$ cat src/rtl/rand_pkg.sv
// Shared constants and helpers for the mask randomness buffer.
package rand_pkg;

  localparam int unsigned RNG_W = 32;
  localparam int unsigned CNT_W = 16;

  function automatic int unsigned slices_per_word(input int unsigned out_w);
    return RNG_W / out_w;
  endfunction

endpackage

$ cat src/rtl/rand_word_fifo.sv
// Synchronous word FIFO with flush; head is the word at the read pointer.
module rand_word_fifo
  import rand_pkg::*;
#(
  parameter int unsigned DEPTH = 4
) (
  input  logic                     clk,
  input  logic                     rst_n,
  input  logic                     flush,
  input  logic                     push,
  input  logic                     pop,
  input  logic [RNG_W-1:0]         wdata,
  output logic [$clog2(DEPTH):0]   count,
  output logic [RNG_W-1:0]         head
);

  localparam int unsigned PTR_W = $clog2(DEPTH);

  logic [RNG_W-1:0]   mem_q [DEPTH];
  logic [PTR_W-1:0]   wr_ptr_q, rd_ptr_q;
  logic [PTR_W:0]     count_q;

  // When full, push is only allowed alongside a pop, so the slot written is the one freed.
  always_ff @(posedge clk) begin
    if (!rst_n) begin
      for (int i = 0; i < DEPTH; i++) mem_q[i] <= '0;
      wr_ptr_q <= '0;
      rd_ptr_q <= '0;
      count_q  <= '0;
    end else if (flush) begin
      wr_ptr_q <= '0;
      rd_ptr_q <= '0;
      count_q  <= '0;
    end else begin
      if (push) begin
        mem_q[wr_ptr_q] <= wdata;
        wr_ptr_q        <= wr_ptr_q + 1'b1;
      end
      if (pop) rd_ptr_q <= rd_ptr_q + 1'b1;
      if (push && !pop)      count_q <= count_q + 1'b1;
      else if (pop && !push) count_q <= count_q - 1'b1;
    end
  end

  assign count = count_q;
  assign head  = mem_q[rd_ptr_q];

endmodule

$ cat src/rtl/rand_mask_buffer.sv
// Buffers PRNG words and dispenses each bit once as OUT_W-bit mask slices.
module rand_mask_buffer
  import rand_pkg::*;
#(
  parameter int unsigned DEPTH  = 4,
  parameter int unsigned OUT_W  = 8,
  parameter int unsigned WARMUP = 2
) (
  input  logic                     clk,
  input  logic                     rst_n,
  input  logic [RNG_W-1:0]         rng_in,
  input  logic                     rng_vld,
  input  logic                     flush,
  input  logic                     mask_ready,
  output logic                     mask_valid,
  output logic [OUT_W-1:0]         mask_out,
  output logic [$clog2(DEPTH):0]   level,
  output logic [CNT_W-1:0]         underrun_cnt
);

  localparam int unsigned SPW   = slices_per_word(OUT_W);
  localparam int unsigned SEL_W = (SPW > 1) ? $clog2(SPW) : 1;
  localparam int unsigned WU_W  = (WARMUP > 0) ? $clog2(WARMUP + 1) : 1;
  localparam int unsigned LVL_W = $clog2(DEPTH) + 1;

  logic [SEL_W-1:0]            sel_q;
  logic [WU_W-1:0]             wu_cnt_q;
  logic [CNT_W-1:0]            underrun_q;
  logic [LVL_W-1:0]            count;
  logic [RNG_W-1:0]            head;
  logic [SPW-1:0][OUT_W-1:0]   slices;
  logic                        warm_done, last_slice, fire, push, pop;

  assign warm_done  = (wu_cnt_q == WU_W'(WARMUP));
  assign last_slice = (sel_q == SEL_W'(SPW - 1));
  assign mask_valid = (count != '0);
  assign fire       = mask_valid & mask_ready;
  assign pop        = fire & last_slice & ~flush;
  assign push       = warm_done & rng_vld & ~flush & ((count < LVL_W'(DEPTH)) | pop);

  rand_word_fifo #(
    .DEPTH (DEPTH)
  ) u_fifo (
    .clk   (clk),
    .rst_n (rst_n),
    .flush (flush),
    .push  (push),
    .pop   (pop),
    .wdata (rng_in),
    .count (count),
    .head  (head)
  );

  always_ff @(posedge clk) begin
    if (!rst_n) begin
      sel_q      <= '0;
      wu_cnt_q   <= '0;
      underrun_q <= '0;
    end else begin
      if (rng_vld && !warm_done) wu_cnt_q <= wu_cnt_q + 1'b1;
      if (mask_ready && !mask_valid && underrun_q != '1) underrun_q <= underrun_q + 1'b1;
      if (flush)      sel_q <= '0;
      else if (fire)  sel_q <= last_slice ? '0 : sel_q + 1'b1;
    end
  end

  // Gate the slice so stale randomness never appears on the bus while invalid.
  assign slices       = head;
  assign mask_out     = mask_valid ? slices[sel_q] : '0;
  assign level        = count;
  assign underrun_cnt = underrun_q;

endmodule

$ cat config.mk
export PLATFORM = sky130hd
export DESIGN_NAME = rand_mask_buffer
export DESIGN_NICKNAME = d
export VERILOG_FILES = /design/src/rtl/rand_pkg.sv /design/src/rtl/rand_word_fifo.sv /design/src/rtl/rand_mask_buffer.sv
export SDC_FILE = /design/constraint.sdc
export NUM_CORES = 1
export LEC_CHECK = 0
export CORE_ASPECT_RATIO = 1.1
export CORE_MARGIN = 8
export CORE_UTILIZATION = 62
export CTS_BUF_LIST = sky130_fd_sc_hd__clkbuf_8 sky130_fd_sc_hd__clkbuf_16
export DETAILED_ROUTE_END_ITERATION = 8
export GPL_TIMING_DRIVEN = 0
export PLACE_DENSITY = 0.81
export SETUP_SLACK_MARGIN = 0.3
export SLEW_MARGIN = 20
export SYNTH_ARGS = -nofsm -noshare
export SYNTH_HDL_FRONTEND = slang
export SYNTH_HIERARCHICAL = 1
export SYNTH_SLANG_ARGS = --single-unit
export TNS_END_PERCENT = 100
$ cat constraint.sdc
create_clock -name clk -period 9.65 [get_ports clk]
set_clock_uncertainty 0.2 [all_clocks]
set_input_delay 2.895 -clock clk [delete_from_list [all_inputs] [get_ports clk]]
set_output_delay 2.895 -clock clk [all_outputs]
set_load 0.02 [all_outputs]
* After elaboration in Yosys (flattened, before gate mapping)
Memory sizes are Yosys's and may differ from the RTL's. A register that Yosys moved wholly into a read port is not among the register bits.
Cells that the tools add are included.
** Storage, ports and cells
- Register bits :: 27
- Memory bits (writable) :: 128
- Bits of input ports :: 37
- Output and inout port bits :: 28
- Word-level logic and storage cells :: 57
- Memories :: 1
** Operators by class
- $add $sub $neg :: 7
- Order comparisons :: 2
- Eq/ne operators :: 3
- Multiplexer cells :: 16
- Bitwise operators :: 9
- Reduce and logical (&&, ||, !) cells :: 13
** Memories
- u_fifo.mem_q :: depth 4, width 32, rd ports 1, clocked after memory_dff 1, write ports 4, line rand_word_fifo.sv:19 : logic [RNG_W-1:0] mem_q [DEPTH];
** Operators by type and width (count)
- $mux 32 :: 1
- $reduce_or 32->1 :: 1
- $add 16x1->16 const B :: 1
- $bmux 8 s2 :: 1
- $mux 8 :: 2
- $ne 16x16->1 const B :: 1
- $add 2x1->2 const B :: 4
- $mux 2 :: 4
- $and 1x1->1 :: 6
- $mux 1 :: 6
- $mux 3 :: 2
- $logic_and 1x1->1 :: 5
- $eq 2x2->1 const B :: 2
- $logic_not 1->1 :: 4
- $add 3x1->3 const B :: 1
- $lt 2x3->1 const B :: 1
- $lt 3x3->1 const B :: 1
- $reduce_bool 3->1 :: 1
- $sub 3x1->3 const B :: 1
- $not 1->1 :: 2
- $reduce_bool 2->1 :: 1
- $reduce_or 2->1 :: 1
- $or 1x1->1 :: 1

* Longest topological paths before layout
Gate-level depths: netlist (run 1).
- Depth after elaboration :: 12
- Gate-level depth with buffers :: 10
- Depth with buffers taken out :: 10

* Modules after synthesis
The synthesis (run 1) kept the hierarchy.
** By module, submodules not included
- rand_word_fifo :: times used 1, cells each 388, area each 5730.5 um^2, seq. area each 4023.9 um^2
- rand_mask_buffer :: times used 1, cells each 142, area each 1270.0 um^2, seq. area each 400.4 um^2

* Worst setup path after synthesis (run 1)
Ideal clock, no wire load.
- Path kind :: input to register
- Start point :: input mask_ready
- End point :: memory u_fifo.mem_q[1][0], enable pin
- Setup time :: 389 ps
- Data arrival time :: 4760 ps
- Required time :: 9061 ps
- Slack :: 4300 ps
- Cell stages on the path :: 6
- Path buffers :: 1
- Cell sequence :: nand2_1 > a211oi_1 > and2b_1 > nand3_2 > buf_2 > nand2_1
** RTL lines
- from (decl) :: line rand_mask_buffer.sv:14 : input logic mask_ready,
- to (decl) :: line rand_word_fifo.sv:19

==> results of run 1 <==
metal layers:
| metal | track usage | up-vias | wire length, µm |
|---|---|---|---|
| met5 | 0 | - | 0 |
| met2 | 0.3829 | 259 | 8594 |
| met1 | 0.2675 | 2343 | 6202 |
| li1 | - | 2132 | - |
| met3 | 0.05374 | 31 | 1353 |
| met4 | 0.09473 | 0 | 323 |
cell usage after synthesis (2+ instances only):
cell type and number:
or4_1 5, mux4_1 2, inv_1 6, mux4_2 38
nand2b_1 2, and3_1 3, nor3_1 3, o31ai_1 6
edfxtp_1 128, mux2i_1 2, buf_12 3, o21ai_0 7
xnor2_1 3, nand3_1 6, o211ai_1 2, nor4_1 3
or3_1 10, a211oi_1 2, and2_1 9, xor2_1 4
ha_1 4, nand4_1 8, buf_2 18, a21oi_1 15
clkbuf_1 6, nor2_1 140, dfxtp_1 29, nand2_1 52
worst max-delay path: cells and delay by family, from the launching register on:
kind          cells  cell delay [ns]
simple gates      1             0.19
mux               2             0.86
buf+inv           2             0.90
flops             1             0.45
final timing paths:
| kind | start | endpoint | depth (start not counted) |
|---|---|---|---|
| max | flip-flop | mask_out[1] | 5 |
| min | underrun_cnt[15] | underrun_cnt[15] | 2 |
| max reg2reg | sel_q[1] | u_fifo/mem_q[2][13] | 7 |
| min reg2reg | underrun_cnt[15] | underrun_cnt[15] | 2 |
power breakdown:
part	switching, W	internal, W
sequential	0.00000731	0.000753
clock	0.000258	0.000455
combinational	0.0000477	0.0000375
total	0.000313	0.00124
cell type report:
type	count	area, µm²	area share
Tap cell	147	183.9	0.02148
Timing Repair Buffer	68	735.7	0.08590
Inverter	6	22.52	0.002630
Clock inverter	15	209.0	0.02440
Multi-Input combinational cell	338	2375	0.2773
Sequential cell	157	4424	0.5166
Buffer	29	188.9	0.02206
Clock buffer	17	425.4	0.04967
cells by family after synthesis:
logic type | share of synthesized area
flip-flops | 0.6320
XOR/XNOR | 0.008758
multiplexers | 0.1326
AO/OA/AOI/OAI | 0.02949
buffers and inverters | 0.03021
AND/OR/NAND/NOR | 0.1569
adder cells (fa/ha/maj) | 0.01001
state kept, by name (all words and copies together) (netlist names), named ones only:
signal and flops:
sel_q 2, u_fifo/count 3, u_fifo/mem_q 128, u_fifo/rd_ptr_q 2, u_fifo/wr_ptr_q 2, underrun_cnt 16
wu_cnt_q 2
through the flow:
step,std cells,hold WS [ns]
floorplan,530,0.2816
global placement,741,0.2781
detailed placement,745,0.2946
CTS,777,0.3029
global route,777,0.3451
finish,777,0.2980
==> impl_metrics.yaml, run 1 <==
yosys:
  yosys_warnings: 6
  ys.flop_type: "edfxtp_1"
  yosys.cell_types.count: 42
  synth_top_area_share: 0.5491
  synth.largest_area_cell: "edfxtp_1"
  synth-seq-cells: 157
  synthCells: 530
  synth_edf_count: 128
  synthTopCellsByArea: "edfxtp_1, mux4_2, dfxtp_1, nor2_1, nand2_1"
  avgSynthCellArea_um2: 13.21
  syn_nets: 572
  synthArstFlopShare: 0
  synth_area_um2: 7000
  ys_seq_area_frac: 0.6320
pwr:
  ir_worst_vdd_mv: 0.1442
  finalPower_w: 0.001558
  leakage_nw: 2.954
  p_per_area_nw_per_um2: 181.9
route:
  drtIter0Drc: 570
  postRouteAntennaNets: 0
  firstDrtPassIters: 5
  num_vias: 4765
  wl_per_cell_um: 21.20
  wl_um: 16470
  drc: 0
  routed_via_density: 6.133
clock_tree:
  numClockSinks: 157
  cts_setup_buffers: 0
  cts_hold_buf: 0
  insertion_delay_ns: 0.42
  numCtsBuffers: 17
  clk_pin_slew_worst_paths_ns: 0.06
  post_cts_resized: 0
  clockRootBuffer: "clkbuf_16"
  max-clock-path-buffers: 2
  htreeDepth: 4
  cts_tree: "done"
finish:
  layout.cells.most_common: "nor2_1"
  postLayoutCoreUtil: 0.7814
  nFillCells: 625
  final_area_um2: 8564
  n_antenna_cell: 0
  layout_common_cells: "nor2_1, edfxtp_1, clkdlybuf4s50_1"
  area_growth_pct: 22.34
  drive_gt1_frac: 0.1571
  layout.nets: 659
grt:
  grt_antenna_before_repair: 0
  globalRouteTotalUtil: 0.2241
  grt_overflow: 0
  grt_pass1_vias: 4759
  grt_max_degree: 22
  grt_pass1_wl_um: 25540
floorplanning:
  row_count: 40
  dieHeight_um: 127.4
  io_pins: 65
  die_w_um: 117.3
  dieArea_um2: 14950
  initial_core_util: 0.6387
  coreArea_um2: 10960
place:
  pre_cts_ws_ns: 3.505
  place.gp.congestion: 0.7497
  place_area_um2: 7930
  numPortBuffers: 64
  dpl.hpwl_um: 11030
worst_hold_path:
  worstHoldPathType: "flip-flop to flip-flop"
timing:
  setup_viol: 0
  post-route-min-period_ns: 5.909
  fmaxAchievable_mhz: 169.2
  finalMaxSlewViolations: 0
  finalCritPeriodShare: 0.6124
  setup_ws_ns: 3.741
  fin_tns_setup_ns: 0
  rsz0062_at_grt: "no"
  slew_headroom: 0.3643
  tightestPinTransition_ns: 0.9448
  finalHoldViolCount: 0
worst_setup_path:
  arrival_ns: 2.81
  path_max_fanout: 10
  path_class: "flip-flop to output port"
  cp-start-kind: "flip-flop"
  worstSetupEndpointType: "output port"
  reg2reg_setup_slack_ns: 6.43
  crit_chain: "buf_2, mux4_2, mux4_2, and2_1, clkdlybuf4s50_1"
  crit_top_cell: "mux4_2"
  required_ns: 6.56
  slowest_delay_ns: 0.55
  crit_path_top_delay_cell: "clkdlybuf4s50_1"
run_status:
  status: "complete, no violations"
flow_run:
  drv_cap: 0
(Power assumes the default switching activity.)
==> inputs of run 2 (changes only) <==
--- a/config.mk
+++ b/config.mk
@@ -7,11 +7,11 @@
 export LEC_CHECK = 0
 export CORE_ASPECT_RATIO = 1.1
 export CORE_MARGIN = 8
-export CORE_UTILIZATION = 62
+export CORE_UTILIZATION = 52
 export CTS_BUF_LIST = sky130_fd_sc_hd__clkbuf_8 sky130_fd_sc_hd__clkbuf_16
 export DETAILED_ROUTE_END_ITERATION = 8
 export GPL_TIMING_DRIVEN = 0
-export PLACE_DENSITY = 0.81
+export PLACE_DENSITY = 0.72
 export SETUP_SLACK_MARGIN = 0.3
 export SLEW_MARGIN = 20
 export SYNTH_ARGS = -nofsm -noshare
==> constraint.sdc (replaced) <==
create_clock -name clk -period 5.3 [get_ports clk]
set_clock_uncertainty 0.2 [all_clocks]
set_input_delay 1.59 -clock clk [delete_from_list [all_inputs] [get_ports clk]]
set_output_delay 1.59 -clock clk [all_outputs]
set_load 0.02 [all_outputs]
==> impl_metrics.yaml, run 2 (synthesis gave the netlist of run 1 again) <==
route:
  wl_per_cell_um: 20.20
  drc: 0
  firstDrtPassIters: 5
  num_vias: 4660
  routed_via_density: 5.899
  wl_um: 15960
  drtIter0Drc: 468
  postRouteAntennaNets: 0
floorplanning:
  coreArea_um2: 13160
  row_count: 44
  initial_core_util: 0.5320
  dieHeight_um: 137.7
  io_pins: 65
  dieArea_um2: 17440
  die_w_um: 126.6
clock_tree:
  numClockSinks: 157
  cts_hold_buf: 0
  post_cts_resized: 0
  cts_tree: "done"
  cts_setup_buffers: 0
  htreeDepth: 4
  numCtsBuffers: 17
  clk_pin_slew_worst_paths_ns: 0.06
  clockRootBuffer: "clkbuf_16"
  insertion_delay_ns: 0.42
  max-clock-path-buffers: 2
finish:
  largest_reg_flops: 128
  drive_gt1_frac: 0.1606
  final_cells: 790
  top_register: "u_fifo/mem_q"
  area_growth_pct: 22.29
  layout.nets: 659
  n_antenna_cell: 0
  layout_common_cells: "nor2_1, edfxtp_1, clkdlybuf4s50_1"
  layout.cells.most_common: "nor2_1"
worst_setup_path:
  path_max_fanout: 10
  required_ns: 3.51
  slowest_delay_ns: 0.55
  worstReg2RegStart: "wu_cnt_q[0]"
  cp_top_family: "multiplexers"
  r2r-end: "u_fifo/mem_q[2][2]"
  crit_top_cell: "mux4_2"
  crit_chain: "buf_6, buf_12, mux4_2, mux4_2, and2_1, clkdlybuf4s50_1"
  crit_path_top_delay_cell: "mux4_2"
  arrival_ns: 2.80
  path_class: "flip-flop to output port"
  worstRegToRegCells: 8
  worstSetupEndpointType: "output port"
  path_buf_inv: 3
  reg2reg_setup_slack_ns: 2.14
  cp-start-kind: "flip-flop"
worst_hold_path:
  hold_end: "underrun_cnt[15]"
  holdCritStartpoint: "underrun_cnt[15]"
  worstHoldPathType: "flip-flop to flip-flop"
  hold_depth: 2
timing:
  setup_viol: 0
  tightestPinTransition_ns: 0.9236
  hold_ws_ns: 0.3023
  finalMaxSlewViolations: 0
  post-route-min-period_ns: 4.589
  finalCritPeriodShare: 0.8659
  finalHoldViolCount: 0
  fmaxAchievable_mhz: 217.9
  rsz0062_at_grt: "no"
  fin_tns_setup_ns: 0
  setup_ws_ns: 0.7109
  slew_headroom: 0.3786
pwr:
  leakage_nw: 2.951
  p_per_area_nw_per_um2: 329.7
  finalPower_w: 0.002823
  ir_worst_vdd_mv: 0.2426
run_status:
  status: "complete, no violations"
place:
  dpl.hpwl_um: 11030
  place.gp.congestion: 0.8171
  pre_cts_ws_ns: 0.4865
  dp_cells: 759
  numPortBuffers: 64
grt:
  grt_overflow: 0
  grt_pass1_vias: 4815
  grt_pass1_wl_um: 24640
  grt_antenna_before_repair: 0
  globalRouteTotalUtil: 0.1898
  grt_max_degree: 27
flow_run:
  drv_cap: 0
-- run 2: worst max path at each step --
stage | cells after the start | slack (ns) | endpoint | start
3_5_place_dp | 7 | 0.49 | u_fifo/mem_q[2][4] | mask_ready
3_3_place_gp | 6 | -0.23 | u_fifo/mem_q[2][2] | mask_ready
4_1_cts | 6 | 0.67 | mask_out[7] | flip-flop
6_report | 6 | 0.71 | mask_out[2] | flip-flop
5_1_grt | 6 | 0.62 | mask_out[7] | flip-flop
2_1_floorplan | 6 | 1.26 | u_fifo/mem_q[1][0] | mask_ready
-- run 2: through the flow --
| stage | util | area (µm²) |
|---|---|---|
| detailed placement | 0.6029 | 7933 |
| finish | 0.6506 | 8561 |
| CTS | 0.6506 | 8561 |
| global route | 0.6506 | 8561 |
| global placement | 0.5960 | 7843 |
| floorplan | - | 7000 |
-- run 2: final cells by class --
class	instances	area [µm²]
Fill cell	969	4597
Sequential cell	157	4424
Multi-Input combinational cell	338	2375
Timing Repair Buffer	68	720.7
Clock buffer	17	425.4
Clock inverter	14	202.7
Tap cell	161	201.4
Buffer	29	188.9
Inverter	6	22.52
-- run 2: tightest hold or removal path, cell delays in order (launching register included) --
cell and delay, ns:
dfxtp_1 0.33, o31ai_1 0.07, a21oi_1 0.05
-- run 2: where the power goes --
group	switching [W]	internal, W	leakage, nW	total (W)
combinational	0.0000849	0.0000671	1.08	0.000152
clock	0.000462	0.000825	0.315	0.00129
sequential	0.0000130	0.00137	1.56	0.00138
-- run 2: metal layers --
layer | vias to the layer above | track usage | share of wire
li1 | 2129 | - | -
met1 | 2314 | 0.2123 | 0.39
met2 | 195 | 0.3397 | 0.53
met3 | 22 | 0.04568 | 0.064
met4 | 0 | 0.08495 | 0.021
met5 | - | 0 | 0
==> inputs of run 3 (changes only) <==
--- a/config.mk
+++ b/config.mk
@@ -5,15 +5,16 @@
 export SDC_FILE = /design/constraint.sdc
 export NUM_CORES = 1
 export LEC_CHECK = 0
+export CELL_PAD_IN_SITES_DETAIL_PLACEMENT = 1
+export CELL_PAD_IN_SITES_GLOBAL_PLACEMENT = 1
 export CORE_ASPECT_RATIO = 1.1
 export CORE_MARGIN = 8
-export CORE_UTILIZATION = 52
+export CORE_UTILIZATION = 43
 export CTS_BUF_LIST = sky130_fd_sc_hd__clkbuf_8 sky130_fd_sc_hd__clkbuf_16
 export DETAILED_ROUTE_END_ITERATION = 8
 export GPL_TIMING_DRIVEN = 0
 export PLACE_DENSITY = 0.72
 export SETUP_SLACK_MARGIN = 0.3
-export SLEW_MARGIN = 20
 export SYNTH_ARGS = -nofsm -noshare
 export SYNTH_HDL_FRONTEND = slang
 export SYNTH_HIERARCHICAL = 1
==> impl_metrics.yaml, run 3 (synthesis gave the netlist of run 1 again) <==
run_status:
  status: "complete, no violations"
worst_setup_path:
  crit_top_cell: "mux4_2"
  crit_path_top_delay_cell: "mux4_2"
  cp-start-kind: "flip-flop"
  r2r-end: "u_fifo/mem_q[2][4]"
  worstRegToRegCells: 7
  crit_cells: 6
  required_ns: 3.51
  crit_path_end: "mask_out[5]"
  reg2reg_setup_slack_ns: 1.95
  path_max_fanout: 10
  arrival_ns: 2.87
  path_class: "flip-flop to output port"
  crit_chain: "buf_6, buf_12, mux4_2, mux4_2, and2_1, clkdlybuf4s50_1"
  slowest_delay_ns: 0.56
  cp_top_family: "multiplexers"
  path_buf_inv: 3
  worstReg2RegStart: "sel_q[1]"
  worstSetupEndpointType: "output port"
place:
  place.gp.congestion: 0.7756
  place_area_um2: 8009
  numPortBuffers: 64
  pre_cts_ws_ns: 0.2771
  dp_cells: 802
  dpl.hpwl_um: 12540
finish:
  area_growth_pct: 22.34
  layout.cells.most_common: "nor2_1"
  nFillCells: 1624
  top_register: "u_fifo/mem_q"
  largest_reg_flops: 128
  n_antenna_cell: 0
  layout_common_cells: "nor2_1, edfxtp_1, clkdlybuf4s50_1"
  drive_gt1_frac: 0.1540
  layout.nets: 659
  final_cells: 834
  final_area_um2: 8564
flow_run:
  drv_cap: 0
pwr:
  netSwitchingPower_w: 0.0005768
  leakage_nw: 2.903
  p_int_w: 0.002119
  p_seq_frac: 0.513
  pwr-share-comb: 0.059
  p_per_area_nw_per_um2: 314.8
  finalPower_w: 0.002696
  ir_worst_vdd_mv: 0.2317
  power_frac_clock: 0.428
  swShare: 0.2140
clock_tree:
  cts_setup_buffers: 0
  post_cts_resized: 0
  htreeDepth: 4
  cts_tree: "done"
  clk_pin_slew_worst_paths_ns: 0.06
  insertion_delay_ns: 0.42
  numCtsBuffers: 17
  clockRootBuffer: "clkbuf_16"
  numClockSinks: 157
  max-clock-path-buffers: 2
  cts_hold_buf: 0
timing:
  finalMaxSlewViolations: 0
  rsz0062_at_grt: "no"
  setup_ws_ns: 0.6379
  slew_headroom: 0.3377
  tightestPinTransition_ns: 0.9844
  fmaxAchievable_mhz: 214.5
  finalCritPeriodShare: 0.8796
  setup_viol: 0
  post-route-min-period_ns: 4.662
  finalHoldViolCount: 0
floorplanning:
  coreArea_um2: 16120
  row_count: 49
  die_w_um: 137.7
  dieHeight_um: 149.8
  initial_core_util: 0.4342
  io_pins: 65
  dieArea_um2: 20620
route:
  wl_um: 18440
  num_vias: 4621
  firstDrtPassIters: 4
  routed_via_density: 5.541
  drtIter0Drc: 267
  postRouteAntennaNets: 0
  wl_per_cell_um: 22.10
  drc: 0
grt:
  grt_overflow: 0
  grt_pass1_wl_um: 28760
  grt_pass1_vias: 5122
  globalRouteTotalUtil: 0.1913
  grt_antenna_before_repair: 0
  grt_max_degree: 30
worst_hold_path:
  worstHoldPathType: "flip-flop to flip-flop"
==> run 3: cell count changes in the layout (fill, tap and decap cells not counted), moves of 3 or more <==
cell,delta
buf_12,-3
buf_16,+3
clkinv_2,-3
bufinv_16,-3
clkinv_1,+7
clkinvlp_4,+3
==> run 3: area by class of cell <==
class                      instances  area (µm²)  area share
sequential                       157        4424      0.5166
multi-input combinational        338        2375      0.2773
clock inverter                    15       130.1     0.01519
buffer                            29       188.9     0.02206
tap                              204       255.2     0.02980
clock buffer                      17       425.4     0.04967
timing repair buffer              68       743.2     0.08678
inverter                           6       22.52    0.002630
==> run 3: per-layer routing <==
metal  wire [µm]  vias to the layer above  GRT usage
met4         276                        0    0.06852
met1        7506                     2366     0.2211
met5           0                        -          0
li1            -                     2128          -
met2        9923                      106     0.3448
met3         728                       21    0.03425
==> run 3: worst min path at each step <==
stage,start,end,slack [ns],cells past startpoint
6_report,wu_cnt_q[0],wu_cnt_q[0],0.33,2
5_1_grt,u_fifo/rd_ptr_q[1],u_fifo/rd_ptr_q[1],0.36,2
4_1_cts,underrun_cnt[11],underrun_cnt[11],0.33,2
3_5_place_dp,wu_cnt_q[1],wu_cnt_q[1],0.31,2
3_3_place_gp,wu_cnt_q[1],wu_cnt_q[1],0.29,2
2_1_floorplan,wu_cnt_q[1],wu_cnt_q[1],0.28,2
==> run 3: worst min-delay path, delay by kind of cell, from the launching register on <==
family | cells | cell delay (ns)
XOR/XNOR | 1 | 0.08
flip-flops | 1 | 0.35
AND/OR/NAND/NOR | 1 | 0.07
==> run 3: power by group through the flow <==
stage | clock network, W | registers [W] | logic, W
floorplan | 0 | 0.00141 | 0.0000762
global placement | 0 | 0.00141 | 0.000146
detailed placement | 0 | 0.00141 | 0.000160
CTS | 0.00117 | 0.00138 | 0.000162
global route | 0.00122 | 0.00139 | 0.000173
finish | 0.00115 | 0.00138 | 0.000159
==> run 3: stage by stage <==
step	hold WS (ns)	setup TNS, ns	utilization
after floorplan	0.2816	0	-
after global placement	0.2896	-31.68	0.4897
after detailed placement	0.3095	0	0.4967
after CTS	0.3347	0	0.5312
after global routing	0.3623	0	0.5312
final	0.3308	0	0.5312
